**src/rtl/verificador_sumador4_pkg.sv**
```systemverilog
// Shared constants and FSM encoding for the 4-bit adder sweep checker.
//   ANCHO          operand width of the adder under test
//   COMBINACIONES  values per operand (2**ANCHO)
//   TOTAL_PARES    operand pairs in one full sweep
//   ANCHO_ETIQUETA width of the {valid, X, Y} tag carried by the delay line
package verificador_sumador4_pkg;

  localparam int unsigned ANCHO          = 4;
  localparam int unsigned COMBINACIONES  = 16;
  localparam int unsigned TOTAL_PARES    = 256;
  localparam int unsigned ANCHO_ETIQUETA = 2 * ANCHO + 1;

  typedef enum logic [1:0] {
    REPOSO = 2'd0,
    GENERA = 2'd1,
    DRENA  = 2'd2,
    FIN    = 2'd3
  } estado_t;

endpackage

```
**src/rtl/verificador_sumador4_linea_retardo.sv**
```systemverilog
// Fixed-depth register delay line with asynchronous clear.
//   clk      rising-edge clock
//   rst      asynchronous active-high clear of every stage
//   entrada  word captured into the first stage each cycle
//   salida   word leaving the last stage (PROFUNDIDAD cycles later)
module linea_retardo #(
  parameter int unsigned PROFUNDIDAD = 1,
  parameter int unsigned ANCHO_DATOS = 1
) (
  input  logic                   clk,
  input  logic                   rst,
  input  logic [ANCHO_DATOS-1:0] entrada,
  output logic [ANCHO_DATOS-1:0] salida
);

  logic [ANCHO_DATOS-1:0] etapas [PROFUNDIDAD];

  always_ff @(posedge clk or posedge rst) begin
    if (rst) begin
      for (int unsigned i = 0; i < PROFUNDIDAD; i++) begin
        etapas[i] <= '0;
      end
    end else begin
      etapas[0] <= entrada;
      for (int unsigned i = 1; i < PROFUNDIDAD; i++) begin
        etapas[i] <= etapas[i-1];
      end
    end
  end

  assign salida = etapas[PROFUNDIDAD-1];

endmodule

```
**src/rtl/verificador_sumador4.sv**
```systemverilog
// Exhaustive checker for a 4-bit adder with LATENCIA cycles of pipeline delay.
// Drives all 256 operand pairs, compares each returned {carry, sum} against
// X+Y and reports a mismatch count plus the first failing pair.
//   Reloj        clock, rising edge
//   Reset        asynchronous active-high reset
//   Inicio       start request (accepted only when idle or finished)
//   SalidaDUT    sum from the adder under test
//   CarriDUT     carry-out from the adder under test
//   XDut, YDut   registered operands to the adder
//   Ocupado      sweep or drain in progress
//   Hecho        sweep completed, held until next start
//   Pasa         Hecho with zero mismatches
//   Errores      mismatch count of the current or last sweep
//   FalloValido  at least one mismatch recorded
//   PrimerFallo  {X,Y} of the first mismatching pair
module verificador_sumador4
  import verificador_sumador4_pkg::*;
#(
  parameter int unsigned LATENCIA = 0
) (
  input  logic             Reloj,
  input  logic             Reset,
  input  logic             Inicio,
  input  logic [ANCHO-1:0] SalidaDUT,
  input  logic             CarriDUT,
  output logic [ANCHO-1:0] XDut,
  output logic [ANCHO-1:0] YDut,
  output logic             Ocupado,
  output logic             Hecho,
  output logic             Pasa,
  output logic [8:0]       Errores,
  output logic             FalloValido,
  output logic [7:0]       PrimerFallo
);

  localparam logic [1:0]         FIN_DRENA = 2'(LATENCIA);
  localparam logic [2*ANCHO-1:0] UNO_PAR   = (2*ANCHO)'(1);

  estado_t estado, estado_sig;

  logic [ANCHO-1:0] x_sig, y_sig;
  logic             valida_sig;
  logic             arranque;
  logic [1:0]       contador_drena;

  logic [ANCHO_ETIQUETA-1:0] etiqueta_in, etiqueta_out;
  logic                      comp_valida;
  logic [ANCHO-1:0]          comp_x, comp_y;
  logic [ANCHO:0]            esperado, obtenido;
  logic                      discrepancia;

  // Next-pair and next-state decode. The delay line is fed with the values
  // about to be loaded into XDut/YDut, so its first stage lines up with the
  // operand registers and a depth of LATENCIA+1 lands each tag on the edge
  // where the adder's answer for that pair is sampled.
  always_comb begin
    estado_sig = estado;
    x_sig      = XDut;
    y_sig      = YDut;
    arranque   = 1'b0;
    case (estado)
      REPOSO, FIN: begin
        if (Inicio) begin
          arranque   = 1'b1;
          estado_sig = GENERA;
          x_sig      = '0;
          y_sig      = '0;
        end
      end
      GENERA: begin
        if (XDut == '1 && YDut == '1) begin
          estado_sig = DRENA;
        end else begin
          // Y is the low half, so its wrap carries into X.
          {x_sig, y_sig} = {XDut, YDut} + UNO_PAR;
        end
      end
      DRENA: begin
        if (contador_drena == FIN_DRENA) begin
          estado_sig = FIN;
        end
      end
      default: estado_sig = REPOSO;
    endcase
    valida_sig = (estado_sig == GENERA);
  end

  assign etiqueta_in = {valida_sig, x_sig, y_sig};

  linea_retardo #(
    .PROFUNDIDAD(LATENCIA + 1),
    .ANCHO_DATOS(ANCHO_ETIQUETA)
  ) u_linea (
    .clk    (Reloj),
    .rst    (Reset),
    .entrada(etiqueta_in),
    .salida (etiqueta_out)
  );

  assign {comp_valida, comp_x, comp_y} = etiqueta_out;
  assign esperado     = {1'b0, comp_x} + {1'b0, comp_y};
  assign obtenido     = {CarriDUT, SalidaDUT};
  assign discrepancia = comp_valida && (esperado != obtenido);

  always_ff @(posedge Reloj or posedge Reset) begin
    if (Reset) begin
      estado         <= REPOSO;
      XDut           <= '0;
      YDut           <= '0;
      contador_drena <= '0;
      Ocupado        <= 1'b0;
      Hecho          <= 1'b0;
      Errores        <= '0;
      FalloValido    <= 1'b0;
      PrimerFallo    <= '0;
    end else begin
      estado         <= estado_sig;
      XDut           <= x_sig;
      YDut           <= y_sig;
      contador_drena <= (estado == DRENA) ? contador_drena + 2'd1 : '0;
      Ocupado        <= (estado_sig == GENERA) || (estado_sig == DRENA);
      Hecho          <= (estado_sig == FIN);
      if (arranque) begin
        Errores     <= '0;
        FalloValido <= 1'b0;
        PrimerFallo <= '0;
      end else if (discrepancia) begin
        Errores <= Errores + 9'd1;
        if (!FalloValido) begin
          FalloValido <= 1'b1;
          PrimerFallo <= {comp_x, comp_y};
        end
      end
    end
  end

  assign Pasa = Hecho && (Errores == '0);

endmodule

```
**config.mk**
```make
export PLATFORM = sky130hd
export DESIGN_NAME = verificador_sumador4
export DESIGN_NICKNAME = d
export VERILOG_FILES = /design/src/rtl/verificador_sumador4_pkg.sv /design/src/rtl/verificador_sumador4_linea_retardo.sv /design/src/rtl/verificador_sumador4.sv
export SDC_FILE = /design/constraint.sdc
export NUM_CORES = 1
export LEC_CHECK = 0
export ABC_CLOCK_PERIOD_IN_PS = 2320
export CORE_MARGIN = 2
export CORE_UTILIZATION = 47
export DETAILED_ROUTE_END_ITERATION = 6
export MAX_ROUTING_LAYER = met4
export PLACE_DENSITY = 0.83
export SYNTH_ARGS = -nofsm -noshare
export SYNTH_HDL_FRONTEND = slang
export SYNTH_SLANG_ARGS = --single-unit
```
**constraint.sdc**
```tcl
create_clock -name Reloj -period 2.32 [get_ports Reloj]
set_input_delay 0.464 -clock Reloj [delete_from_list [all_inputs] [get_ports Reloj]]
set_output_delay 0.464 -clock Reloj [all_outputs]
set_load 0.02 [all_outputs]
```
After elaboration in Yosys (flattened, before gate mapping)
Cells that the tools add are included.
{"block": "word_totals", "input_bits": 8, "out_inout_bits": 29, "wordCells": 54, "latchBits": 0, "ramBits": 0, "memories": 0, "rom_bits": 0, "register_bits": 41}
{"block": "op_classes", "n_addsub": 4, "eq_ne": 10, "div_mod_pow": 0, "order_cmp": 0, "shifts": 0, "mul": 0, "bitwise_logic": 0, "n_reduce_logical": 10, "muxes": 20}
{"cell": "8-bit 2-to-1 mux", "count": 3}
{"cell": "9-bit 2-to-1 mux", "count": 2}
{"cell": "4-bit 2-to-1 mux", "count": 4}
{"cell": "4-bit one-hot mux with 2 select lines", "count": 2}
{"cell": "9-bit by 1-bit adder with 9-bit output, second input constant", "count": 1}
{"cell": "9-bit logical NOT", "count": 1}
{"cell": "8-bit by 1-bit adder with 8-bit output, second input constant", "count": 1}
{"cell": "2-bit equality test, second input constant", "count": 4}
{"cell": "4-bit equality test, second input constant", "count": 2}
{"cell": "2-bit 2-to-1 mux", "count": 4}
{"cell": "2-bit one-hot mux with 3 select lines", "count": 1}
{"cell": "4-bit by 4-bit adder with 5-bit output", "count": 1}
{"cell": "5-bit inequality test", "count": 1}
{"cell": "2-bit by 1-bit equality test with 1-bit output, second input constant", "count": 2}
{"cell": "2-bit logical NOT", "count": 2}
{"cell": "1-bit 2-to-1 mux", "count": 4}
{"cell": "1-bit logical AND", "count": 3}
{"cell": "2-bit by 1-bit adder with 2-bit output, second input constant", "count": 1}
{"cell": "2-bit by 1-bit inequality test with 1-bit output, second input constant", "count": 1}
{"cell": "2-bit AND reduction", "count": 1}
{"cell": "2-bit nonzero test", "count": 1}
{"cell": "2-bit OR reduction", "count": 1}
{"cell": "1-bit logical OR", "count": 1}

Depth between registers and ports, before layout
{"block": "depth", "word_depth": 6, "depth_mapped": 9, "depth_no_buf": 8}

Modules after synthesis
A second synthesis with hierarchy kept.
{"block": "hier_totals", "cells_unflattened": 205, "hier_area_um2": 2142.1}
{"module": "verificador_sumador4", "instances": 1, "area_per_inst_um2": 1913.1, "cells_per_inst": 195, "seq_area_each_um2": 800.8}
{"module": "linea_retardo", "instances": 1, "area_per_inst_um2": 229.0, "cells_per_inst": 10, "seq_area_each_um2": 225.2}

Worst setup path after synthesis
OpenSTA, ideal clock, no wires.
{"block": "synth_path", "kind": "register to register", "from": "register (tool-made name)", "to": "register PrimerFallo[7]", "setup_time_ns": 0.141, "arrival_ns": 2.268, "synth_period_minus_slack_ns": 2.409, "t_required_ns": 2.179, "path_stages_with_launch": 9, "setup_slack_ns": -0.089, "n_path_buf": 0, "cell_sequence": "dfrtp_1 -> ha_1 -> fa_1 -> a21o_1 -> a21oi_1 -> xor2_1 -> a211oi_4 -> mux2i_1 -> nor2_1"}
{"item": "end signal: assignment", "line": "verificador_sumador4.sv:131", "rtl": "PrimerFallo <= {comp_x, comp_y};"}
{"item": "end: declaration", "line": "verificador_sumador4.sv:33", "rtl": "output logic [7:0] PrimerFallo"}

==> flow_summary.html <==
<table>
<tr><th>Metric</th><th>Value</th></tr>
<tr><th colspan="2">Status</th></tr>
<tr><td>Status</td><td>complete, but fails checks</td></tr>
<tr><td>Violations in the final reports</td><td>negative setup slack</td></tr>
<tr><th colspan="2">Floorplanning</th></tr>
<tr><td>Horizontal extent of the die</td><td>68.05 µm</td></tr>
<tr><td>Initial standard-cell utilization of the core</td><td>0.4855</td></tr>
<tr><td>Area of the die</td><td>4631 µm²</td></tr>
<tr><td>Core region area</td><td>3971 µm²</td></tr>
<tr><td>Number of top-level pins</td><td>37</td></tr>
<tr><td>Die H</td><td>68.05 µm</td></tr>
<tr><td>Std-Cell Rows</td><td>23</td></tr>
<tr><th colspan="2">Yosys</th></tr>
<tr><td>Most numerous cell types in the synthesized netlist</td><td>dfrtp_1, nor2_1, inv_1, ha_1, nand2_1</td></tr>
<tr><td>Post-synth net total</td><td>213</td></tr>
<tr><td>Cells after synthesis</td><td>192</td></tr>
<tr><td>Most frequent cell after synthesis</td><td>dfrtp_1</td></tr>
<tr><td>Total number of yosys warnings</td><td>0</td></tr>
<tr><td>Synth async-reset ratio</td><td>1.000</td></tr>
<tr><td>Proportion of netlist area held by the largest area contributor</td><td>0.4283</td></tr>
<tr><td>Seq cells post-synth</td><td>33</td></tr>
<tr><td>Mapped cell area</td><td>1928 µm²</td></tr>
<tr><td>Number of synthesized flops with an enable pin</td><td>0</td></tr>
<tr><td>Sequential fraction of the synthesis area</td><td>0.4283</td></tr>
<tr><td>Average size of a mapped cell</td><td>10.04 µm²</td></tr>
<tr><td>Post-synthesis cell type with the largest combined area</td><td>dfrtp_1</td></tr>
<tr><td>Number of unique standard cell types used by synthesis</td><td>38</td></tr>
<tr><td>Most used flip-flop cell after synthesis</td><td>dfrtp_1</td></tr>
<tr><td>Most area-consuming cells after synthesis</td><td>dfrtp_1, ha_1, nor2_1, mux2i_1, buf_4</td></tr>
<tr><th colspan="2">CTS</th></tr>
<tr><td>TritonCTS sink count</td><td>33</td></tr>
<tr><td>Clock edge transition at the registers on the reported setup and hold paths</td><td>0.07 ns</td></tr>
<tr><td>Source-to-sink clock delay at the later pin of the worst-skew pair</td><td>0.28 ns</td></tr>
<tr><td>Maximum level of the CTS H-tree</td><td>2</td></tr>
<tr><td>CTS Buffer Depth</td><td>2</td></tr>
<tr><td>Number of buffers added by the clock tree synthesis step</td><td>5</td></tr>
<tr><td>CTS root buffer</td><td>clkbuf_8</td></tr>
<tr><td>CTS tree</td><td>built</td></tr>
<tr><td>Total of hold buffers inserted after clock tree synthesis</td><td>0</td></tr>
<tr><th colspan="2">Layout</th></tr>
<tr><td>Share of final-layout standard cells stronger than drive strength 1</td><td>0.1762</td></tr>
<tr><td>Diode insertion count for antenna repair</td><td>0</td></tr>
<tr><td>Final instance area</td><td>2559 µm²</td></tr>
<tr><td>Finished Core Util</td><td>0.6443</td></tr>
<tr><td>Layout filler cell count</td><td>319</td></tr>
<tr><td>P&amp;R area growth vs syn</td><td>32.71%</td></tr>
<tr><td>Number of cells in the finished layout apart from fillers</td><td>294</td></tr>
<tr><td>Nets</td><td>264</td></tr>
<tr><th colspan="2">Timing</th></tr>
<tr><td>Worst Slack Setup Final</td><td>-0.01725 ns</td></tr>
<tr><td>Pin slew with the least headroom to its limit</td><td>0.4231 ns</td></tr>
<tr><td>Final period util</td><td>1.007</td></tr>
<tr><td>Relative max-transition margin</td><td>0.7179</td></tr>
<tr><td>Count of final max-slew check failures</td><td>0</td></tr>
<tr><td>Highest Clock Rate</td><td>427.9 MHz</td></tr>
<tr><td>RSZ-0062 raised after global routing</td><td>true</td></tr>
<tr><td>Number of hold violations in the final report</td><td>0</td></tr>
<tr><td>Worst Hold Slack</td><td>0.4255 ns</td></tr>
<tr><td>Time the worst path needs with I/O delays and setup</td><td>2.337 ns</td></tr>
<tr><td>Final number of setup-violating endpoints</td><td>5</td></tr>
<tr><td>Worst clock skew</td><td>0.007402 ns</td></tr>
<tr><th colspan="2">Drt</th></tr>
<tr><td>Detail Route Antenna Nets</td><td>0</td></tr>
<tr><td>Number of vias in the routed layout</td><td>1,566</td></tr>
<tr><td>Count of unresolved DRC violations after routing</td><td>0</td></tr>
<tr><td>Initial DRC Count</td><td>101</td></tr>
<tr><td>Routed wire length</td><td>4141 µm</td></tr>
<tr><td>Via density per instance</td><td>5.327</td></tr>
<tr><td>Pre-antenna DRT Iters</td><td>4</td></tr>
<tr><td>Average detailed-routed wire length per instance</td><td>14.09 µm</td></tr>
<tr><th colspan="2">Global route</th></tr>
<tr><td>Leftover overflow at the end of global routing</td><td>0</td></tr>
<tr><td>Largest net degree at the start of global routing</td><td>34</td></tr>
<tr><td>Via count of the first global-routing pass</td><td>1,476</td></tr>
<tr><td>Total GRT Usage</td><td>0.2033</td></tr>
<tr><td>Number of antenna violations at the first check in global routing</td><td>0</td></tr>
<tr><td>First-pass GRT wire length</td><td>6782 µm</td></tr>
<tr><th colspan="2">Setup path</th></tr>
<tr><td>Signal arrival time at the worst endpoint</td><td>2.50 ns</td></tr>
<tr><td>Sort of element at the start of the critical path</td><td>register</td></tr>
<tr><td>Cells traversed along the worst timing path</td><td>ha_2 &gt; fa_2 &gt; xnor2_1 &gt; xnor2_1 &gt; a2111oi_4 &gt; buf_4 &gt; a21oi_2 &gt; buf_4 &gt; a31oi_1 &gt; a41o_1</td></tr>
<tr><td>Critical Path RT</td><td>2.49 ns</td></tr>
<tr><td>Delay contributed by the slowest stage of the critical path</td><td>0.38 ns</td></tr>
<tr><td>Type of the worst setup path</td><td>reg2reg</td></tr>
<tr><td>Worst-path maximum fanout</td><td>8</td></tr>
<tr><td>CP endpoint kind</td><td>register</td></tr>
<tr><td>Slowest cell on the critical path</td><td>dfrtp_1</td></tr>
<tr><th colspan="2">Power</th></tr>
<tr><td>IR drop worst, VDD</td><td>0.3241 mV</td></tr>
<tr><td>PD cells</td><td>657.8 nW/µm²</td></tr>
<tr><td>Lkg Pwr</td><td>1.162 nW</td></tr>
<tr><th colspan="2">Run</th></tr>
<tr><td>Max cap viols</td><td>0</td></tr>
<tr><th colspan="2">Place</th></tr>
<tr><td>Final estimated routing congestion in global placement</td><td>0.8574</td></tr>
<tr><td>Standard cell area after detailed placement</td><td>2420 µm²</td></tr>
<tr><td>Cells after DPL</td><td>283</td></tr>
<tr><td>Count of input and output buffers</td><td>36</td></tr>
<tr><td>Placed wire-length estimate after detailed placement</td><td>3094 µm</td></tr>
<tr><td>Place WS</td><td>-0.1295 ns</td></tr>
<tr><th colspan="2">Worst hold path</th></tr>
<tr><td>Kind of path behind the tightest hold check</td><td>reg2reg</td></tr>
</table>
==> critical path, delay by kind of cell (launching register included) <==
kind | cells | cell delay, ns
buf+inv | 2 | 0.35
fa+ha+maj | 2 | 0.55
xor+xnor | 2 | 0.40
compound gates | 4 | 0.53
flops | 1 | 0.38
==> final cells by class <==
class | count | area (µm²) | share of cell area
multi-input combinational | 134 | 1017 | 0.3976
sequential | 33 | 825.8 | 0.3227
timing repair buffer | 56 | 521.8 | 0.2039
clock buffer | 6 | 72.57 | 0.02836
tap | 50 | 62.56 | 0.02445
inverter | 13 | 48.80 | 0.01907
clock inverter | 2 | 10.01 | 0.003912
==> power by group <==
group / internal (W) / switching (W)
logic: 0.000281 / 0.000270
clock network: 0.000208 / 0.000205
registers: 0.000643 / 0.0000764
total: 0.00113 / 0.000551
==> routing by layer <==
layer  vias up  global-route usage  routed length [µm]  share of wire
met3         8             0.03289                 160          0.039
met2        36              0.3265                2073           0.50
li1        780                   -                   -              -
met1       742              0.2542                1831           0.44
met4         0             0.08750                  76          0.018
met5         -                   -                   0              0
==> logic make-up after synthesis <==
group | after synthesis | share of synthesized area
AND/OR/NAND/NOR | 59 | 0.1447
AO/OA/AOI/OAI | 43 | 0.1765
flip-flops | 33 | 0.4283
buffers and inverters | 25 | 0.06814
adder cells (fa/ha/maj) | 13 | 0.08825
multiplexers | 10 | 0.05321
XOR/XNOR | 9 | 0.04088
==> timing repair <==
action,in CTS,in global routing
setup endpoints to repair,16,19
buffers inserted,3,1
pin swaps,2,2
endpoints found under the hold margin,0,0
gates resized for setup,1,8
==> placed cells by master, fill, tap and decap left out, types with 2 or more instances in the layout <==
master / netlist / routed
xnor2_1: 6 / 5
mux2i_1: 8 / 8
mux2_2: 2 / 2
a31oi_1: 4 / 4
clkbuf_8: 0 / 5
o31ai_1: 3 / 3
a22o_1: 5 / 5
nor3_1: 3 / 3
clkdlybuf4s50_1: 0 / 35
a21oi_1: 7 / 6
nor4_1: 2 / 2
a41o_1: 3 / 3
inv_1: 13 / 13
clkinv_2: 0 / 2
nor2_1: 24 / 24
nor2b_1: 3 / 3
xor2_2: 0 / 2
a21o_1: 4 / 4
ha_1: 12 / 11
o21a_1: 2 / 2
a41oi_1: 2 / 2
dfrtp_1: 33 / 33
buf_4: 8 / 18
and2_1: 2 / 2
nand3_1: 8 / 8
o21ai_0: 5 / 5
nand2_1: 9 / 9
a21oi_2: 2 / 3
and3_1: 5 / 5
==> final timing paths <==
path / to / slack, ns / depth (start not counted) / startpoint
worst max-delay path: Errores[7] / -0.02 / 10 / register
worst min-delay path: contador_drena[0] / 0.43 / 1 / contador_drena[0]
worst max register to register: Errores[7] / -0.02 / 10 / register
worst min register to register: contador_drena[0] / 0.43 / 1 / contador_drena[0]
max in group asynchronous: u_linea.salida[8] / 1.44 / 3 / Reset
min in group asynchronous: Errores[7] / 0.57 / 3 / Reset
==> per-stage QoR <==
stage / power (W) / TNS [ns]
after floorplan: 0.001032 / -0.06021
after global placement: 0.001247 / -0.6717
after detailed placement: 0.001263 / -1.587
after CTS: 0.001674 / -0.05168
after global routing: 0.001789 / -1.127
final: 0.001683 / -0.06514
Power figures use the tool's default switching activity.
